<file path="src/rtl/mem_stage_pkg.sv">
// Shared types for the MEM pipeline stage: access size, bus FSM state and the MEM/WB register.
package mem_stage_pkg;

    typedef enum logic [1:0] {
        MemByte = 2'd0,
        MemHalf = 2'd1,
        MemWord = 2'd2
    } mem_size_e;

    typedef enum logic {
        StIdle = 1'b0,
        StWait = 1'b1
    } mem_state_e;

    typedef struct packed {
        logic        regwrite;
        logic [4:0]  rw;
        logic [31:0] data;
        logic [29:0] pcp1;
    } mem_wb_t;

endpackage

</file>
<file path="src/rtl/mem_stage_load_align.sv">
// Load data alignment: selects the addressed byte/half lane and sign- or zero-extends it.
module mem_stage_load_align
    import mem_stage_pkg::*;
(
    input  logic [31:0] rdata_i,
    input  logic [1:0]  lane_i,
    input  logic [1:0]  size_i,
    input  logic        unsigned_i,
    output logic [31:0] data_o
);

    logic [7:0]  byte_sel;
    logic [15:0] half_sel;

    always_comb begin
        byte_sel = rdata_i[{lane_i, 3'b000} +: 8];
        half_sel = lane_i[1] ? rdata_i[31:16] : rdata_i[15:0];
        data_o   = rdata_i;
        case (mem_size_e'(size_i))
            MemByte: data_o = {{24{byte_sel[7] & ~unsigned_i}}, byte_sel};
            MemHalf: data_o = {{16{half_sel[15] & ~unsigned_i}}, half_sel};
            default: data_o = rdata_i;
        endcase
    end

endmodule

</file>
<file path="src/rtl/mem_stage.sv">
// MEM pipeline stage: data-bus access, load alignment, MEM/WB register and MEM branch correction.
// Optional bus watchdog enabled by defining MEM_TIMEOUT_EN.
module mem_stage
    import mem_stage_pkg::*;
#(
    parameter int unsigned TIMEOUT = 16,
    parameter int unsigned CNT_W   = 5
) (
    input  logic        clk,
    input  logic        rst,
    input  logic        mem_flush,
    input  logic [29:0] in_pcp1,
    input  logic [4:0]  in_rw,
    input  logic [31:0] in_alu,
    input  logic [31:0] in_wdata,
    input  logic        in_memread,
    input  logic        in_memwrite,
    input  logic [1:0]  in_size,
    input  logic        in_unsigned,
    input  logic        in_regwrite,
    input  logic        in_memtoreg,
    input  logic [2:0]  in_branch_type,
    input  logic        in_branch_at_mem,
    input  logic        in_pred_avail,
    input  logic [29:0] in_bpc,
    input  logic [29:0] in_nojpc,
    input  logic        in_ex_branch_avail,
    output logic        dm_req,
    output logic        dm_we,
    output logic [31:0] dm_addr,
    output logic [3:0]  dm_be,
    output logic [31:0] dm_wdata,
    input  logic        dm_ack,
    input  logic [31:0] dm_rdata,
    output logic        mem_stall,
    output logic        back_regwrite,
    output logic [4:0]  back_rw,
    output logic [31:0] back_data,
    output logic        correct_at_mem,
    output logic [29:0] correct_pc_at_mem,
    output logic        wb_regwrite,
    output logic [4:0]  wb_rw,
    output logic [31:0] wb_data,
    output logic [29:0] wb_pcp1,
    output logic        addr_err,
    output logic        bus_err
);

    if ((64'd1 << CNT_W) <= 64'(TIMEOUT)) begin : g_cnt_w_check
        $error("CNT_W too narrow to hold TIMEOUT");
    end

    mem_state_e  state_q, state_d;
    mem_size_e   size;
    mem_wb_t     wb_q, wb_d;
    logic        aligned, is_mem, access, misaligned, timeout, bubble;
    logic        kill_q, kill_d, addr_err_q, bus_err_q;
    logic [31:0] load_data;

    assign size       = mem_size_e'(in_size);
    assign is_mem     = in_memread | in_memwrite;
    assign access     = is_mem & aligned;
    assign misaligned = is_mem & ~aligned;

    always_comb begin
        aligned  = 1'b1;
        dm_be    = 4'b1111;
        dm_wdata = in_wdata;
        case (size)
            MemByte: begin
                dm_be    = 4'b0001 << in_alu[1:0];
                dm_wdata = {4{in_wdata[7:0]}};
            end
            MemHalf: begin
                aligned  = ~in_alu[0];
                dm_be    = in_alu[1] ? 4'b1100 : 4'b0011;
                dm_wdata = {2{in_wdata[15:0]}};
            end
            default: aligned = (in_alu[1:0] == 2'b00);
        endcase
    end

    assign dm_addr = {in_alu[31:2], 2'b00};
    assign dm_we   = in_memwrite;

    // A watchdog expiry drops the request in the same cycle so the held instruction retires as a bubble.
    always_comb begin
        state_d = state_q;
        dm_req  = 1'b0;
        unique case (state_q)
            StIdle: begin
                dm_req = access;
                if (access && !dm_ack) state_d = StWait;
            end
            StWait: begin
                if (timeout) begin
                    state_d = StIdle;
                end else begin
                    dm_req = 1'b1;
                    if (dm_ack) state_d = StIdle;
                end
            end
            default: state_d = StIdle;
        endcase
    end

    assign mem_stall = dm_req & ~dm_ack;

`ifdef MEM_TIMEOUT_EN
    logic [CNT_W-1:0] cnt_q, cnt_d;

    assign timeout = (state_q == StWait) && (cnt_q == CNT_W'(TIMEOUT - 1));
    assign cnt_d   = (state_q == StWait && !timeout && !dm_ack) ? cnt_q + 1'b1 : '0;

    always_ff @(posedge clk) begin
        if (rst) cnt_q <= '0;
        else     cnt_q <= cnt_d;
    end
`else
    assign timeout = 1'b0;
`endif

    mem_stage_load_align u_load_align (
        .rdata_i   (dm_rdata),
        .lane_i    (in_alu[1:0]),
        .size_i    (in_size),
        .unsigned_i(in_unsigned),
        .data_o    (load_data)
    );

    // A flush seen while stalled must still discard the result when the ack finally arrives.
    assign kill_d = mem_stall & (kill_q | mem_flush);
    assign bubble = mem_flush | kill_q | misaligned | mem_stall | timeout;

    always_comb begin
        wb_d.regwrite = in_regwrite;
        wb_d.rw       = in_rw;
        wb_d.data     = in_memtoreg ? load_data : in_alu;
        wb_d.pcp1     = in_pcp1;
    end

    always_ff @(posedge clk) begin
        if (rst) begin
            state_q    <= StIdle;
            kill_q     <= 1'b0;
            wb_q       <= '0;
            addr_err_q <= 1'b0;
            bus_err_q  <= 1'b0;
        end else begin
            state_q    <= state_d;
            kill_q     <= kill_d;
            addr_err_q <= misaligned;
            bus_err_q  <= timeout;
            if (bubble) wb_q.regwrite <= 1'b0;
            else        wb_q          <= wb_d;
        end
    end

    assign wb_regwrite = wb_q.regwrite;
    assign wb_rw       = wb_q.rw;
    assign wb_data     = wb_q.data;
    assign wb_pcp1     = wb_q.pcp1;
    assign addr_err    = addr_err_q;
    assign bus_err     = bus_err_q;

    assign back_regwrite = in_regwrite & ~in_memtoreg;
    assign back_rw       = in_rw;
    assign back_data     = in_alu;

    assign correct_at_mem = ~mem_flush && (in_branch_type != 3'd0) && in_branch_at_mem &&
                            (in_pred_avail != in_ex_branch_avail);
    assign correct_pc_at_mem = in_ex_branch_avail ? in_bpc : in_nojpc;

endmodule

</file>
<file path="config.mk">
export PLATFORM = sky130hd
export DESIGN_NAME = mem_stage
export DESIGN_NICKNAME = d
export VERILOG_FILES = /design/src/rtl/mem_stage_pkg.sv /design/src/rtl/mem_stage_load_align.sv /design/src/rtl/mem_stage.sv
export SDC_FILE = /design/constraint.sdc
export NUM_CORES = 1
export LEC_CHECK = 0
export BUFFER_PORTS_ARGS = -buffer_cell sky130_fd_sc_hd__buf_2
export CORE_AREA = 2 2 164 166
export DETAILED_ROUTE_END_ITERATION = 8
export DIE_AREA = 0 0 166 168
export GPL_ROUTABILITY_DRIVEN = 0
export PLACE_DENSITY = 0.48
export SYNTH_ARGS = -nofsm -noshare
export SYNTH_HDL_FRONTEND = slang
export SYNTH_HIERARCHICAL = 1
export SYNTH_SLANG_ARGS = --single-unit
</file>
<file path="constraint.sdc">
create_clock -name clk -period 1.99 [get_ports clk]
set_clock_uncertainty 0.1 [all_clocks]
set_input_delay 0.2985 -clock clk [delete_from_list [all_inputs] [get_ports clk]]
set_output_delay 0.2985 -clock clk [all_outputs]
set_load 0.1 [all_outputs]
</file>
After elaboration in Yosys (flattened, before gate mapping)
Cells that the tools add are included.
{ "totals": {"regBits": 71, "out_inout_bits": 210} }
{ "op_classes": {"shift": 2, "n_reduce_logical": 9, "muxes": 12, "bitwise": 18, "eq_ne": 2} }
{ "ops": {"columns": ["op", "count"], "rows": [
  ["32-bit one-hot mux with 2 select lines", 2],
  ["32-bit 2-to-1 mux", 1],
  ["32-bit by 6-bit variable part select with 8-bit output", 1],
  ["30-bit 2-to-1 mux", 1],
  ["16-bit 2-to-1 mux", 1],
  ["4-bit one-hot mux with 2 select lines", 1],
  ["1-bit bitwise AND", 7],
  ["1-bit NOT", 7],
  ["1-bit one-hot mux with 2 select lines", 3],
  ["1-bit logical AND", 4],
  ["2-bit zero test", 2],
  ["4-bit 2-to-1 mux", 1],
  ["1-bit OR", 4],
  ["1-bit by 2-bit << shifter with 4-bit output (first input constant)", 1],
  ["3-bit nonzero test", 1],
  ["2-bit by 1-bit equality test with 1-bit output (second input constant)", 1],
  ["1-bit 2-to-1 mux", 2],
  ["2-bit OR reduction", 1],
  ["1-bit zero test", 1],
  ["1-bit inequality test", 1]
]} }

Longest topological paths before layout
{ "logic_depth": {"ltp_word": 7, "mapped_depth": 9, "ltp_nobuf": 7} }

Cells and area by module
Netlist, hierarchy kept.
{ "modules_own_cells": {"columns": ["module", "cells_each", "instances", "area_each_um2"], "rows": [
  ["mem_stage", 517, 1, 4845.9],
  ["mem_stage_load_align", 122, 1, 694.4]
]} }

Least setup slack after synthesis
OpenSTA, ideal clock, no wires.
{ "synth_timing": {"path_kind": "input -> output", "start": "input in_pred_avail", "end": "output correct_at_mem", "arrival_time_ps": 3496, "t_required_ps": 1591, "path_stages": 2, "path_slack_ps": -1905, "path_cell_list": "xnor2_1 nor4b_1"} }
{ "synth_between": {"elab_chain_len": 2} }
{ "synth_rtl": {"columns": ["element", "line_no", "rtl"], "rows": [
  ["start: declaration", "mem_stage.sv:24", "input logic in_pred_avail,"],
  ["1-bit inequality test", "mem_stage.sv:171", "(in_pred_avail != in_ex_branch_avail);"],
  ["1-bit logical AND", "mem_stage.sv:170", "assign correct_at_mem = ~mem_flush && (in_branch_type != 3'd0) && in_branch_at_mem &&"],
  ["end: declaration", "mem_stage.sv:39", "output logic correct_at_mem,"]
]} }
Every way passes these cells.

Final worst setup path
{ "layout_timing": {"start": "input in_alu[0]", "end": "output mem_stall"} }
{ "layout_between": {"elab_chain_len": 5} }
{ "layout_rtl": {"columns": ["element", "line_no", "rtl"], "rows": [
  ["start: declaration", "mem_stage.sv:14", "input logic [31:0] in_alu,"],
  ["2-bit zero test / 1-bit NOT (equally long branches)", "mem_stage.sv:79, mem_stage.sv:75", null],
  ["1-bit one-hot mux with 2 select lines (*)", "mem_stage.sv:69", "case (size)"],
  ["1-bit bitwise AND (*)", "mem_stage.sv:62", "assign access = is_mem & aligned;"],
  ["1-bit one-hot mux with 2 select lines (*)", "mem_stage.sv:90", "unique case (state_q)"],
  ["1-bit bitwise AND (*)", "mem_stage.sv:107", "assign mem_stall = dm_req & ~dm_ack;"],
  ["end: declaration", "mem_stage.sv:35", "output logic mem_stall,"]
]} }
Every way passes the cells marked *; elsewhere a longest branch is shown, timed or not.

==> impl_results.md <==
- Finished Core Util: 32.5%
- Reg2Reg Setup Slack: 240 ps
- Hpwl dp: 18.6 mm
- Net Sw Frac: 51.2%
- CP max FO: 6
- CTS resizes: 0
- Mux contribution to synthesized area: 30.3%
- IO Count: 418
- Tmin final: 1870 ps
- Ys Warns: 6
- Antenna Nets Post-Route: 0
- Power per cell area: 797 nW/um2
- Routed WL: 22.1 mm
- Final worst path period share: 94.2%
- Final Hold Viols: 0
- Post-CTS Hold Buffers: 0
- Post-CTS Setup Inserts: 0
- Vias in the first global route: 5173
- Die Width: 166 um
- Yosys reg bits: 71
- Initial antenna violation count: 4
- EDFF count, synth: 0
- Dpl cells: 1307
- DR iter-0 viols: 230
- Starting Density: 21.0%
- Vias: 5425
- Hold WC Path Type: input pin to flip-flop
- Combinational Power Share: 53.8%
- Syn avg cell area: 8.67 um2
- Clock Tree Root: clkbuf_16
- Status: finished, final reports clean
- Synth Flop Type: dfxtp_1
- Worst setup SP type: input pin
- Via density: 4.09
- Pint: 0.00334 W
- Crit end category: output port
- Final global-route overflow total: 0
- Fmax: 534 MHz
- Post-Syn Instances: 639
- Most frequent cells in the layout: buf_2, nand2b_1, mux2i_1
- Compound-Gate Fraction of Synth Area: 6.48%
- Area grow syn2layout: 54.7%
- Post-synthesis adder-cell area fraction: 0%
- Port Buf Inserts: 414
- CTS H-tree depth: 3
- Most common cell after layout, fill and taps aside: buf_2
- Post-synthesis sequential area ratio: 25.7%
- DRT met1 WL: 10.6 mm
- WP data arrival: 1480 ps
- Worst Hold Slack: 112 ps
- Net Sw Power: 0.00350 W
- Clk_lat worst skew: 340 ps
- Async SR Flop Fraction: 0%
- Cell Count, Final, Fillers Out: 1325
- Largest net degree at the start of global routing: 36
- Total Nets Final: 1185
- First-pass GRT wire length: 32.3 mm
- VDD IR max: 0.000319 V
- Critical path type: input pin to output port
- Flop pwr share: 22.9%
- GRT Overall Usage: 15.2%
- DR WL/cell: 16.7 um
- Slew Limit Headroom: 63.4%
- Critical Path RT: 1590 ps
- Max_cap viols: 0
- CTS Sinks: 71
- Routed wl met2: 9.85 mm
- Synth Area in XOR/XNOR: 0.158%
- Cts bufs inserted: 9
- Simple-gate share of the synthesized area: 21.8%
- Max Slew Vio Count: 0
- Drt pass-1 iters: 4
- Leak pwr: 4.35 nW
- Die H: 168 um
- Share of cells above drive strength 1: 57.0%
- Die footprint: 27900 um2
- Largest family of logic cells by synthesized area: multiplexers
- # rows: 60
- Setup Viol. Count Final: 0
- Clock buffer depth: 2
- Synth cell types: 37
- Post-Syn Area: 5540 um2
- Clk pwr share: 23.3%
- CTS tree: done
- DR top layer: met5
- CTS clk-pin slew, worst paths: 70 ps
- Core footprint: 26400 um2
- Drt drc: 0
- Met3 routed WL: 1.33 mm
- Worst-Margin Slew: 552 ps
- RSZ-0062 raised after global routing: no
## power by group through the flow
stage / Clock [W] / Sequential, W / Combinational (W)
2_1_floorplan: 0 / 0.00228 / 0.00215
3_3_place_gp: 0 / 0.00160 / 0.00369
3_5_place_dp: 0 / 0.00160 / 0.00369
4_1_cts: 0.00167 / 0.00156 / 0.00370
5_1_grt: 0.00173 / 0.00157 / 0.00380
6_report: 0.00159 / 0.00156 / 0.00367
## through the flow
stage / cell area [um2] / TNS, ps / setup slack (ps) / total power [W]
finish: 8570 / 0 / 116 / 0.00683
global route: 8570 / 0 / 12.9 / 0.00711
CTS: 8570 / 0 / 86.5 / 0.00693
detailed placement: 8280 / -316 / -25.1 / 0.00528
global placement: 8280 / -3.13 / -2.39 / 0.00528
floorplan: 5680 / 0 / 16.0 / 0.00443
## cells in the mapped netlist, types with 2 or more instances
| library cell | n | area [um2] |
|---|---|---|
| inv_1 | 5 | 18.8 |
| nor3_1 | 2 | 10.0 |
| buf_2 | 8 | 40.0 |
| buf_1 | 6 | 22.5 |
| mux2_4 | 5 | 75.1 |
| o21ai_1 | 3 | 15.0 |
| a21o_1 | 5 | 37.5 |
| mux2i_1 | 77 | 771 |
| o21bai_1 | 4 | 30.0 |
| mux2_2 | 74 | 833 |
| dfxtp_1 | 71 | 1420 |
| nor2_1 | 44 | 165 |
| nand2_1 | 63 | 236 |
| a2bb2oi_1 | 4 | 35.0 |
| buf_6 | 8 | 90.1 |
| nand2b_1 | 78 | 488 |
| a22oi_1 | 5 | 37.5 |
| clkbuf_1 | 19 | 71.3 |
| o21ai_0 | 9 | 45.0 |
| nor2b_1 | 39 | 244 |
| a21oi_1 | 4 | 20.0 |
| o22a_1 | 3 | 26.3 |
| buf_4 | 82 | 616 |
| a221o_1 | 8 | 80.1 |
## worst paths after layout
check              startpoint           to  cells past startpoint
setup / recovery    in_alu[0]    mem_stall                      7
setup reg to reg      state_q     wb_rw[0]                      6
hold / removal    in_pcp1[14]  wb_pcp1[14]                      3
hold reg to reg   wb_pcp1[25]  wb_pcp1[25]                      2
## sequential cells by signal, summed over array words and instances (netlist names)
register     flops
wb_pcp1         30
wb_regwrite      1
wb_rw            5
kill_q           1
state_q          1
wb_data         32
addr_err         1
## cell families after synthesis
group | Yosys count
AND/OR/NAND/NOR | 233
multiplexers | 156
buffers and inverters | 128
flip-flops | 71
AO/OA/AOI/OAI | 49
XOR/XNOR | 1
other | 1
## layer usage
metal / up-vias / global-route usage (%)
li1: 2744 / -
met1: 2436 / 21.1
met4: 2 / 3.44
met5: - / 0
met2: 222 / 23.9
met3: 21 / 3.41
## cell type report
cell class              count  area (um2)
clock inverters             7        63.8
inverters                   5        18.8
well taps                 341         427
clock buffers               9         225
multi-input cells         442        3410
fillers                  2779       17800
flip-flops and latches     71        1420
repair buffers            448        3010
diodes                      2        5.00
## worst max-delay path, cell delays in order
cell and delay (ps):
buf_2 150, buf_4 160, nor2_1 160, o221ai_1 180, buf_4 180, inv_1 140
buf_12 200
Note: power is estimated with default switching activity, not from simulation.
